**src/rtl/jt900h_ramsrv.sv**
```systemverilog
// 16-bit CPU word port served from an 8-bit external memory, with a one-entry write buffer and a one-word read tag.
// Optional macro JT900H_RAMSRV_WRFWD_EN: writes to the tagged word update ram_dout directly instead of forcing a reread.
module jt900h_ramsrv #(
  parameter int unsigned WAIT = 0
) (
  input  logic        clk,
  input  logic        rst_n,
  input  logic        cen,
  input  logic [23:0] ram_addr,
  input  logic [15:0] ram_din,
  input  logic [1:0]  ram_we,
  output logic [15:0] ram_dout,
  output logic        ram_ok,
  output logic [23:0] ext_addr,
  input  logic [7:0]  ext_din,
  output logic [7:0]  ext_dout,
  output logic        ext_cs,
  output logic        ext_we,
  output logic        wr_err
);

  localparam int unsigned WW = 23;
  localparam int unsigned DW = 16;
  localparam int unsigned CW = 3;

  typedef enum logic [2:0] {IDLE, RD_LO, RD_HI, WR_LO, WR_HI} state_t;

  state_t        state;
  logic [CW-1:0] cnt;
  logic [WW-1:0] tag;
  logic          tag_valid;
  logic [WW-1:0] rd_word;
  logic          rd_stale;
  logic [WW-1:0] wb_word;
  logic [DW-1:0] wb_data;
  logic [1:0]    wb_mask;
  logic          wb_valid;

  logic [WW-1:0] cpu_word;
  logic          cap;
  logic          last;
  logic          hit;
  logic          rd_hit_wr;
  logic          unused_addr0;

  assign cpu_word     = ram_addr[23:1];
  assign cap          = ram_we != 2'b00;
  assign last         = cnt == CW'(WAIT);
  assign hit          = tag_valid && (tag == cpu_word);
  assign unused_addr0 = ram_addr[0];
  // a write accepted this cycle into the word currently being fetched makes that fetch stale
  assign rd_hit_wr    = cap && !wb_valid && (cpu_word == rd_word) &&
                        ((state == RD_LO) || (state == RD_HI));
  assign ram_ok       = hit && !wb_valid && (state == IDLE);

  always_ff @(posedge clk or negedge rst_n) begin
    if (!rst_n) begin
      state     <= IDLE;
      cnt       <= '0;
      tag       <= '0;
      tag_valid <= 1'b0;
      rd_word   <= '0;
      rd_stale  <= 1'b0;
      wb_word   <= '0;
      wb_data   <= '0;
      wb_mask   <= '0;
      wb_valid  <= 1'b0;
      ram_dout  <= '0;
      ext_addr  <= '0;
      ext_dout  <= '0;
      ext_cs    <= 1'b0;
      ext_we    <= 1'b0;
      wr_err    <= 1'b0;
    end else if (cen) begin
      // write capture; a second write while one is pending is dropped
      if (cap) begin
        if (wb_valid) begin
          wr_err <= 1'b1;
        end else begin
          wb_valid <= 1'b1;
          wb_word  <= cpu_word;
          wb_data  <= ram_din;
          wb_mask  <= ram_we;
          if (hit) begin
`ifdef JT900H_RAMSRV_WRFWD_EN
            if (ram_we[0]) ram_dout[7:0]  <= ram_din[7:0];
            if (ram_we[1]) ram_dout[15:8] <= ram_din[15:8];
`else
            tag_valid <= 1'b0;
`endif
          end
          if (rd_hit_wr) rd_stale <= 1'b1;
        end
      end

      if (state != IDLE) cnt <= last ? '0 : cnt + CW'(1);

      case (state)
        IDLE: begin
          cnt <= '0;
          if (wb_valid) begin
            if (wb_mask[0]) begin
              state    <= WR_LO;
              ext_addr <= {wb_word, 1'b0};
              ext_dout <= wb_data[7:0];
            end else begin
              state    <= WR_HI;
              ext_addr <= {wb_word, 1'b1};
              ext_dout <= wb_data[15:8];
            end
            ext_cs <= 1'b1;
            ext_we <= 1'b1;
          end else if (!cap && !hit) begin
            state     <= RD_LO;
            rd_word   <= cpu_word;
            rd_stale  <= 1'b0;
            tag_valid <= 1'b0;
            ext_addr  <= {cpu_word, 1'b0};
            ext_cs    <= 1'b1;
            ext_we    <= 1'b0;
          end
        end
        RD_LO: begin
          if (last) begin
            ram_dout[7:0] <= ext_din;
            state         <= RD_HI;
            ext_addr      <= {rd_word, 1'b1};
          end
        end
        RD_HI: begin
          if (last) begin
            ram_dout[15:8] <= ext_din;
            tag            <= rd_word;
            tag_valid      <= !(rd_stale || rd_hit_wr);
            state          <= IDLE;
            ext_cs         <= 1'b0;
          end
        end
        WR_LO: begin
          if (last) begin
            if (wb_mask[1]) begin
              state    <= WR_HI;
              ext_addr <= {wb_word, 1'b1};
              ext_dout <= wb_data[15:8];
            end else begin
              state    <= IDLE;
              wb_valid <= 1'b0;
              ext_cs   <= 1'b0;
              ext_we   <= 1'b0;
            end
          end
        end
        WR_HI: begin
          if (last) begin
            state    <= IDLE;
            wb_valid <= 1'b0;
            ext_cs   <= 1'b0;
            ext_we   <= 1'b0;
          end
        end
        default: state <= IDLE;
      endcase
    end
  end

endmodule

```
**config.mk**
```make
export PLATFORM = sky130hd
export DESIGN_NAME = jt900h_ramsrv
export DESIGN_NICKNAME = d
export VERILOG_FILES = /design/src/rtl/jt900h_ramsrv.sv
export SDC_FILE = /design/constraint.sdc
export NUM_CORES = 1
export LEC_CHECK = 0
export CAP_MARGIN = 20
export CORE_ASPECT_RATIO = 2
export CORE_MARGIN = 3
export CORE_UTILIZATION = 40
export CTS_CLUSTER_DIAMETER = 40
export DETAILED_ROUTE_END_ITERATION = 8
export PLACE_DENSITY_LB_ADDON = 0.05
export SLEW_MARGIN = 0
export SYNTH_ARGS = -nofsm -noshare
export SYNTH_HDL_FRONTEND = slang
export SYNTH_SLANG_ARGS = --single-unit
```
**constraint.sdc**
```tcl
create_clock -name clk -period 3.15 [get_ports clk]
set_input_delay 0.63 -clock clk [delete_from_list [all_inputs] [get_ports clk]]
set_output_delay 0.63 -clock clk [all_outputs]
set_load 0.05 [all_outputs]
```
==> results.yml <==
timing:
  relSlewSlack_pct: 49.23
  slew_viol_final: 0
  setup_ws_ns: 0.07007
  tns_ns: 0
  hold_viol: 0
  max_freq_mhz: 324.7
  fin_worst_skew_ns: 0.009806
  fin_crit_sh_pct: 97.78
  holdWs_ns: 0.2554
  rsz0062_at_grt: "false"
  min_period_ns: 3.080
  setup_viol: 0
  tightest_slew_ns: 0.7616
clocking:
  cts_tree: "done"
  cts_buffer_depth: 2
  postCtsHoldBufs: 0
  post-cts-setup-buffer-count: 0
  cts.sink_count: 147
  worstSkewPairLatency_ns: 0.42
  root_buffer: "clkbuf_16"
  clkSlewWorstSetupHoldPaths_ns: 0.06
  cts-buffers-inserted: 17
  cts_max_level: 4
hold_path:
  hold_class: "primary input to async pin"
final_layout:
  instances_no_fill: 876
  diodes: 0
  drive_above_1_share_pct: 27.68
  fin_nets: 717
  design_area_mm2: 0.008832
  area_growth_pct: 30.36
  post-route-util_pct: 53.75
drt:
  drc: 0
  ant_nets: 0
  wl_per_cell_um: 19.39
  finalWirelength_um: 16990
  vias: 4707
  via_per_inst: 5.373
  drt_pass1_iterations: 6
  drtIter0Drc: 233
logic_synthesis:
  synth-edff-count: 0
  async_reset_ff_share_pct: 100.0
  synth-seq-cells: 147
  yosysWarnings: 0
  synth_top_area_share_pct: 54.29
  synthCells: 534
  ys_seq_area_share_pct: 54.29
  syn-num-nets: 589
  yosys-top-cells-area: "dfrtp_1, mux2_2, mux2_4"
  ys_types: 51
  synth_common_cells: "dfrtp_1, mux2_2, nor2_1"
  synth.most_common_cell: "dfrtp_1"
  syn_area_mm2: 0.006775
  synth_area_per_cell_um2: 12.69
  ys.flop_type: "dfrtp_1"
  yosysTopAreaCell: "dfrtp_1"
setup_path:
  crit_path_end_kind: "output pin"
  worstPathMaxFanout: 2
  required_ns: 2.52
  reg2reg_slack_ns: 0.71
  r2r-end: "ext_addr[5]"
  critical_path_class: "primary input to output pin"
  cpPeakStageDelay_ns: 0.53
  critical_path.top_delay_family: "buffers and inverters"
  crit_path_cell_trace: "clkdlybuf4s50_1 -> xnor2_1 -> buf_4 -> nand4_1 -> or2_1 -> nor4_4 -> buf_4 -> buf_12"
  crit_path_frequent_cell: "buf_4"
  cp_num_buf_inv: 4
  arrival_ns: 2.45
  timing.rr.start: "cnt[0]"
  cpMaxStageDelayCell: "clkdlybuf4s50_1"
  start_kind: "primary input"
  reg2reg_depth: 8
die:
  core-area_mm2: 0.01643
  die_y_um: 190.1
  initial_utilization_pct: 41.23
  rows: 66
  die-area_mm2: 0.01863
  ios: 105
  fp.dieW_um: 98.03
global_routing:
  grt_max_degree: 79
  grt_pass1_vias: 5121
  antenna_found_initial: 0
  grt_pass1_wl_um: 27500
  overflow: 0
  track_usage_pct: 18.84
flow_run:
  cap_violations: 0
place:
  port_buffers: 103
  place_area_mm2: 0.008290
  hpwl_um: 11800
  gp_congestion: 0.8706
  dpl_worst_slack_ns: 0.05043
  dp_cells: 847
status:
  status: "complete, no violations"
power:
  powerDensity_mw_per_mm2: 1112
  p_leak_nw: 3.789
  total_power_mw: 9.824
  vdd_ir_drop_max_mv: 0.5436
## layout make-up
cell class,count,area [um^2]
Fill cell,1496,7601
Multi-Input combinational cell,350,2944
Sequential cell,147,3679
Inverter,6,22.52
Timing Repair Buffer,140,1410
Clock inverter,10,88.84
Tap cell,204,255.2
Clock buffer,19,432.9
## logic make-up after synthesis
| logic type | after synthesis | synth area share (%) |
|---|---|---|
| flip-flops | 147 | 54.29 |
| adder cells (fa/ha/maj) | 2 | 0.3693 |
| multiplexers | 111 | 19.41 |
| XOR/XNOR | 46 | 5.946 |
| buffers and inverters | 37 | 2.770 |
| AO/OA/AOI/OAI | 82 | 8.698 |
| AND/OR/NAND/NOR | 109 | 8.513 |
## what timing repair did
| item | 4_1_cts | 5_1_grt |
|---|---|---|
| setup endpoints to repair | 0 | 1 |
| hold endpoints to repair | 0 | 0 |
| resized for setup | 0 | 4 |
## per-layer routing
layer	part of all wire, %	up-vias	global-route usage (%)
li1	-	2195	-
met4	2.2	0	6.987
met3	4.4	24	4.294
met5	0	-	0
met1	40	2364	22.01
met2	53	124	33.40
## state kept, by name, summed over array words and instances (netlist names)
| name | cells |
|---|---|
| ext_addr | 24 |
| rd_word | 23 |
| tag | 23 |
| wb_word | 23 |
| ram_dout | 16 |
| wb_data | 16 |
| ext_dout | 8 |
| cnt | 3 |
| state | 3 |
| wb_mask | 2 |
| ext_cs | 1 |
| ext_we | 1 |
| rd_stale | 1 |
| tag_valid | 1 |
| wb_valid | 1 |
| wr_err | 1 |
## worst max path at each step
stage,startpoint,endpoint,slack [ns],depth (start not counted)
after floorplan,ram_addr[23],state[1],0.60,6
after global placement,ram_addr[16],ram_ok,0.05,7
after detailed placement,ram_addr[16],ram_ok,0.05,7
after CTS,ram_addr[12],ram_ok,0.04,7
after global routing,ram_addr[16],ram_ok,0.01,7
final,ram_addr[15],ram_ok,0.07,8
## power by group
group,switching (mW),internal (mW)
clock network,0.766,1.07
logic,2.64,1.96
registers,0.617,2.78
total,4.02,5.81
## cells in the final DEF, fill, tap and decap left out, types with 17 or more instances in the layout
master           count
dfrtp_1            147
clkdlybuf4s50_1    100
a21oi_1             36
buf_4               30
mux2_4              20
a222oi_1            23
nand2_1             18
clkbuf_16           17
mux2_2              82
xnor2_1             23
nor2_1              44
xor2_1              21
## worst register-to-register path: cells and delay by family, from the launching register on
family,cells,cell delay (ns)
adder cells (fa/ha/maj),1,0.19
AO/OA/AOI/OAI,3,0.74
buffers and inverters,2,0.37
AND/OR/NAND/NOR,2,0.69
flip-flops,1,0.39
No activity file was read; power rests on OpenSTA's default activity.
